[config.mk]
export PLATFORM = sky130hd
export DESIGN_NAME = prog_loader
export DESIGN_NICKNAME = d
export VERILOG_FILES = /design/src/rtl/prog_loader_pkg.sv /design/src/rtl/loader_cksum.sv /design/src/rtl/prog_loader.sv
export SDC_FILE = /design/constraint.sdc
export NUM_CORES = 1
export LEC_CHECK = 0
export ABC_CLOCK_PERIOD_IN_PS = 2000
export CORE_MARGIN = 1.5
export CORE_UTILIZATION = 31
export DETAILED_ROUTE_END_ITERATION = 10
export GPL_ROUTABILITY_DRIVEN = 0
export HOLD_SLACK_MARGIN = 0.12
export PLACE_DENSITY = 0.56
export SYNTH_ARGS = -nofsm -noshare
export SYNTH_HDL_FRONTEND = slang
export SYNTH_SLANG_ARGS = --single-unit
export TNS_END_PERCENT = 10
[constraint.sdc]
create_clock -name clock -period 2 [get_ports clock]
set_input_delay 0.4 -clock clock [delete_from_list [all_inputs] [get_ports clock]]
set_output_delay 0.4 -clock clock [all_outputs]
set_load 0.05 [all_outputs]
[src/rtl/prog_loader_pkg.sv]
// prog_loader_pkg: shared loader types, state encoding and image size.
// CK_LO/CK_HI exist only when LOADER_CHECKSUM_EN is defined.
package prog_loader_pkg;
    typedef logic [3:0] addr_t;
    typedef logic [7:0] data_t;
    localparam int PROG_WORDS = 16;
    localparam addr_t LAST_ADDR = addr_t'(PROG_WORDS - 1);
    typedef enum logic [2:0] {
        IDLE, LO, HI, WRITE, DONE
`ifdef LOADER_CHECKSUM_EN
        , CK_LO, CK_HI
`endif
    } loader_state_t;
endpackage

[src/rtl/loader_cksum.sv]
// loader_cksum: mod-256 sum of the written program bytes.
// Built only when LOADER_CHECKSUM_EN is defined.
`ifdef LOADER_CHECKSUM_EN
module loader_cksum
    import prog_loader_pkg::*;
(
    input  logic  clock,
    input  logic  reset,
    input  logic  clear,
    input  logic  add_en,
    input  data_t add_data,
    output data_t sum
);
    data_t sum_q;
    always_ff @(posedge clock) begin
        if (reset || clear) sum_q <= '0;
        else if (add_en) sum_q <= sum_q + add_data;
    end
    assign sum = sum_q;
endmodule
`endif

[src/rtl/prog_loader.sv]
// prog_loader: assembles nibble pairs into 16 program bytes while holding the cpu.
// LOADER_CHECKSUM_EN adds a trailing checksum byte and the error flag.
module prog_loader
    import prog_loader_pkg::*;
(
    input  logic       clock,
    input  logic       reset,
    input  logic       start,
    input  logic       in_valid,
    input  logic [3:0] in_nibble,
    output logic       in_ready,
    output logic       wr_en,
    output addr_t      wr_addr,
    output data_t      wr_data,
    output logic       cpu_hold,
    output logic       done,
    output logic       error
);
    loader_state_t state_q, state_d;
    addr_t         addr_q, addr_d;
    data_t         data_q, data_d;
    logic [3:0]    lo_q, lo_d;
    logic          xfer, launch;

    assign xfer   = in_valid && in_ready;
    assign launch = start && (state_q == IDLE || state_q == DONE);

`ifdef LOADER_CHECKSUM_EN
    logic  error_q, error_d;
    data_t sum;
    loader_cksum u_cksum (
        .clock    (clock),
        .reset    (reset),
        .clear    (launch),
        .add_en   (state_q == WRITE),
        .add_data (data_q),
        .sum      (sum)
    );
`endif

    always_ff @(posedge clock) begin
        if (reset) begin
            state_q <= IDLE;
            addr_q  <= '0;
            data_q  <= '0;
            lo_q    <= '0;
`ifdef LOADER_CHECKSUM_EN
            error_q <= 1'b0;
`endif
        end else begin
            state_q <= state_d;
            addr_q  <= addr_d;
            data_q  <= data_d;
            lo_q    <= lo_d;
`ifdef LOADER_CHECKSUM_EN
            error_q <= error_d;
`endif
        end
    end

    always_comb begin
        state_d = state_q;
        addr_d  = addr_q;
        data_d  = data_q;
        lo_d    = lo_q;
`ifdef LOADER_CHECKSUM_EN
        error_d = error_q;
`endif
        case (state_q)
            IDLE, DONE: if (launch) begin
                state_d = LO;
                addr_d  = '0;
`ifdef LOADER_CHECKSUM_EN
                error_d = 1'b0;
`endif
            end
            LO: if (xfer) begin
                lo_d    = in_nibble;
                state_d = HI;
            end
            HI: if (xfer) begin
                data_d  = {in_nibble, lo_q};
                state_d = WRITE;
            end
            WRITE: begin
                // the address parks on the last word instead of wrapping
                addr_d  = (addr_q == LAST_ADDR) ? addr_q : addr_q + addr_t'(1);
`ifdef LOADER_CHECKSUM_EN
                state_d = (addr_q == LAST_ADDR) ? CK_LO : LO;
`else
                state_d = (addr_q == LAST_ADDR) ? DONE : LO;
`endif
            end
`ifdef LOADER_CHECKSUM_EN
            CK_LO: if (xfer) begin
                lo_d    = in_nibble;
                state_d = CK_HI;
            end
            CK_HI: if (xfer) begin
                error_d = (sum + {in_nibble, lo_q}) != 8'd0;
                state_d = DONE;
            end
`endif
            default: state_d = IDLE;
        endcase
    end

    always_comb begin
        in_ready = state_q == LO || state_q == HI
`ifdef LOADER_CHECKSUM_EN
                   || state_q == CK_LO || state_q == CK_HI
`endif
                   ;
        wr_en    = state_q == WRITE;
        wr_addr  = addr_q;
        wr_data  = data_q;
        cpu_hold = state_q != IDLE && state_q != DONE;
        done     = state_q == DONE;
`ifdef LOADER_CHECKSUM_EN
        error    = error_q;
`else
        error    = 1'b0;
`endif
    end
endmodule
==> results.txt <==
The global-route wire length before repair came out at 2.90 mm. The critical path ends at wr_data[3]. For the final routed database, the setup TNS stands at 0 ns. The path class of the tightest hold or removal check is reg2reg.

The run finished with clean final reports. The startpoint identified for the worst register-to-register timing path is state_q[0]$_SDFFE_PP0P_. The post-route DRC violation count came out at 0. The critical path starts at wr_data[3]$_SDFFE_PP0P_. Global routing consumed, on the met2 layer, 19.0% of the routing resources. The number of nets in the synthesized netlist came out at 104. The library cells used most frequently in the layout, excluding fill and tap cells, are 18 x sky130_fd_sc_hd__dfxtp_1, 15 x sky130_fd_sc_hd__nor2_1, 15 x sky130_fd_sc_hd__clkdlybuf4s50_1, 13 x sky130_fd_sc_hd__mux2i_1. Wires add up to 1.76 mm. The tightest slew margin relative to the limit came out at 66.6%. Setup slack on the worst reg-to-reg path comes out at 0.58 ns. The worst setup path is of the reg2out kind. For the worst-skew pair, the clock arrives at the later sink with an insertion delay of 0.30 ns. The first detailed-routing pass took 3 iterations.

The fraction of the yosys area taken by sequential cells came out at 42.2%. The TritonCTS clock tree is built. The achievable frequency came out at 0.536 GHz. The routed wirelength normalized by instance count came out at 12.1 um. In this run the post-CTS setup repair buffer count came out at 0. In this design, the largest share of critical-path delay is due to buffers and inverters. The number of storage elements in the synthesis netlist is 19.

Global routing used 13.8% of the available met1 tracks. The post-detailed-route via-to-cell ratio came out at 5.05. The total count of max-transition violations in the final report came out at 0. The worst voltage drop across the vdd grid came out at 0.526 mV. Entering global routing, the biggest net connects 22 pins. The number of synthesis warnings came out at 0. The overall track demand over capacity in global routing is 11.4%. The slowest stage of the critical path belongs to the cell sky130_fd_sc_hd__clkdlybuf4s50_1. The synthesized area is 901 um^2. The fraction of registers with async set or reset after synthesis is 0%. CTS saw 19 sinks. The endpoint arrival time on the critical path is 1.47 ns. In this run the worst path has a maximum fanout of 2. The final-layout fill cell count came out at 282. The endpoint identified for the worst register-to-register timing path is wr_addr[1]$_SDFFE_PP0P_. The layout overhead on the synthesized area came out at 30.1%. The number of antenna violations at the first check in global routing was 0. The row count came out at 19. The DRC violation total after the first TritonRoute iteration came out at 10. The root buffer cell chosen for the clock tree is sky130_fd_sc_hd__clkbuf_4. In the final layout, the share of cells above drive strength 1 is 13.9%. During I/O placement, the number of pins put on the boundary was 25. The final cell area excluding filler cells came out at 1170 um^2. The die outline width came out at 56.9 um. The total congestion overflow after global routing is 0. In the synthesized netlist the dominant register cell turns out to be sky130_fd_sc_hd__dfxtp_1.

The final antenna-violating net count is 0. In this run the static leakage power is 0.452 nW. The via count came out at 737.

The worst stage delay on the critical path came out at 0.81 ns. Setup violations remaining at the end of the flow were counted as 0. The number of enable flip-flop cells after synthesis came out at 0. The clock skew after layout is 0.00228 ns.

The type of destination of the critical path is a primary output. The instance area after placement came out at 1140 um^2. Each instance of the synthesized netlist takes up on average 9.48 um^2. The initial cell density of the core is 32.7%. Clock tree synthesis inserted a total of 3 buffers. The core region is 2760 um^2. Walking the worst path, the cells encountered are clkdlybuf4s50_1. The die outline height came out at 56.9 um.

The number of distinct library cells after synthesis is 30. The critical path required time came out at 1.60 ns. Leaving out fill and tap cells, the most frequent cell in the layout is sky130_fd_sc_hd__dfxtp_1.

The power density of the placed cells is 674 nW/um^2. In this run the number of cells on the critical path is 1. The global routing met3 resource utilization is 5.07%.

met2 is the most crowded layer. The worst-case reg-to-reg path depth came out at 3. The slew at the pin closest to its max-slew limit came out at 0.500 ns. The number of buffer and inverter instances along the worst setup path came out at 1. Dividing the final minimum period by the clock period gives 93.3%. The layout net count is 125. The repair_antennas step left the layout with diodes totalling 0.

Gates resized during post-CTS repair numbered 1. The synthesized netlist cell count came out at 95. The number of H-tree levels is 1. The port buffer count is 23. The final hold violation count came out at 0. The area of the die came out at 3240 um^2. Setup repair after global routing left no endpoint under its margin. The hold-fix buffer count after cts came out at 0. Subtracting the final worst setup slack from the clock period gives 1.87 ns. Clock-pin slew was measured on the worst setup and hold paths at 0.11 ns.

Detailed placement ended at an HPWL of 1.26 mm. The maximum number of buffers from clock root to sink is 2. The max-cap check violation count is 0. The startpoint class of the critical path is a flip-flop. The via count of the first global-routing pass is 664.
[how the worst min path moves through the flow]
| stage | start | to | slack [ns] | depth (start not counted) |
|---|---|---|---|---|
| floorplan | lo_q[0]$_SDFFE_PP0P_ | lo_q[0]$_SDFFE_PP0P_ | 0.46 | 2 |
| global placement | lo_q[2]$_SDFFE_PP0P_ | lo_q[2]$_SDFFE_PP0P_ | 0.47 | 2 |
| detailed placement | lo_q[1]$_SDFFE_PP0P_ | wr_data[1]$_SDFFE_PP0P_ | 0.48 | 2 |
| CTS | lo_q[1]$_SDFFE_PP0P_ | wr_data[1]$_SDFFE_PP0P_ | 0.51 | 2 |
| global route | lo_q[1]$_SDFFE_PP0P_ | wr_data[1]$_SDFFE_PP0P_ | 0.54 | 2 |
| finish | lo_q[1]$_SDFFE_PP0P_ | wr_data[1]$_SDFFE_PP0P_ | 0.51 | 2 |
[cell usage after synthesis (2+ instances only)]
master                     count  area [um^2]
sky130_fd_sc_hd__inv_1         3         11.3
sky130_fd_sc_hd__nor3b_1       2         15.0
sky130_fd_sc_hd__nand2b_1      5         31.3
sky130_fd_sc_hd__nand3_1       3         15.0
sky130_fd_sc_hd__mux2i_1      13          130
sky130_fd_sc_hd__buf_4         3         22.5
sky130_fd_sc_hd__dfxtp_1      19          380
sky130_fd_sc_hd__clkbuf_1      2         7.51
sky130_fd_sc_hd__o21ai_0       5         25.0
sky130_fd_sc_hd__or2b_1        2         15.0
sky130_fd_sc_hd__and4bb_2      2         25.0
sky130_fd_sc_hd__a211oi_1      3         22.5
sky130_fd_sc_hd__buf_6         2         22.5
sky130_fd_sc_hd__nor2_1       15         56.3
[layer usage]
| layer | wire [um] | vias to the layer above |
|---|---|---|
| met5 | 0 | - |
| met4 | 0 | 0 |
| met3 | 71 | 0 |
| met2 | 854 | 14 |
| met1 | 834 | 352 |
| li1 | - | 371 |
[state kept, by name, indices dropped and copies added, names as in the netlist]
name and count:
state_q 3, wr_data 8, lo_q 4, wr_addr 4
[stage by stage]
| step | hold WS (ns) | utilization (%) | total power, mW | setup WS [ns] | std cells |
|---|---|---|---|---|---|
| after floorplan | 0.460 | - | 0.544 | 0.122 | 95 |
| after global routing | 0.536 | 42.5 | 0.836 | 0.0450 | 146 |
| final | 0.508 | 42.5 | 0.790 | 0.133 | 146 |
| after CTS | 0.513 | 42.3 | 0.804 | 0.00923 | 146 |
| after global placement | 0.475 | 41.2 | 0.597 | 0.235 | 142 |
| after detailed placement | 0.484 | 41.2 | 0.599 | 0.222 | 142 |
[where the power goes]
part	switching [mW]	internal (mW)	leakage [nW]
Combinational	0.0993	0.0797	0.284
Clock	0.125	0.0762	0.0139
Sequential	0.0183	0.392	0.154
[tightest hold or removal path, cell delays in order (launching register included)]
cell and delay [ns]:
sky130_fd_sc_hd__dfxtp_1 0.34, sky130_fd_sc_hd__mux2i_1 0.07, sky130_fd_sc_hd__nor2_1 0.07
[logic make-up (layout without fill, tap and decap cells)]
kind of cell,count (synthesis),count (layout),synth area share (%)
AOI/OAI and AO/OA,14,14,10.3
buffers and inverters,11,31,7.64
other,1,1,0.416
adders and majority gates,1,1,1.39
muxes,13,13,14.4
and+or+nand+nor,36,36,23.6
DFF,19,19,42.2
[layout make-up]
class	count	area, um^2	area share [%]
inverters	3	11.3	0.961
well taps	31	38.8	3.31
multi-input cells	65	457	39.0
clock buffers	3	22.5	1.92
flip-flops and latches	19	382	32.6
clock inverters	1	7.51	0.640
repair buffers	24	254	21.7
Note: power is estimated with default switching activity, not from simulation.
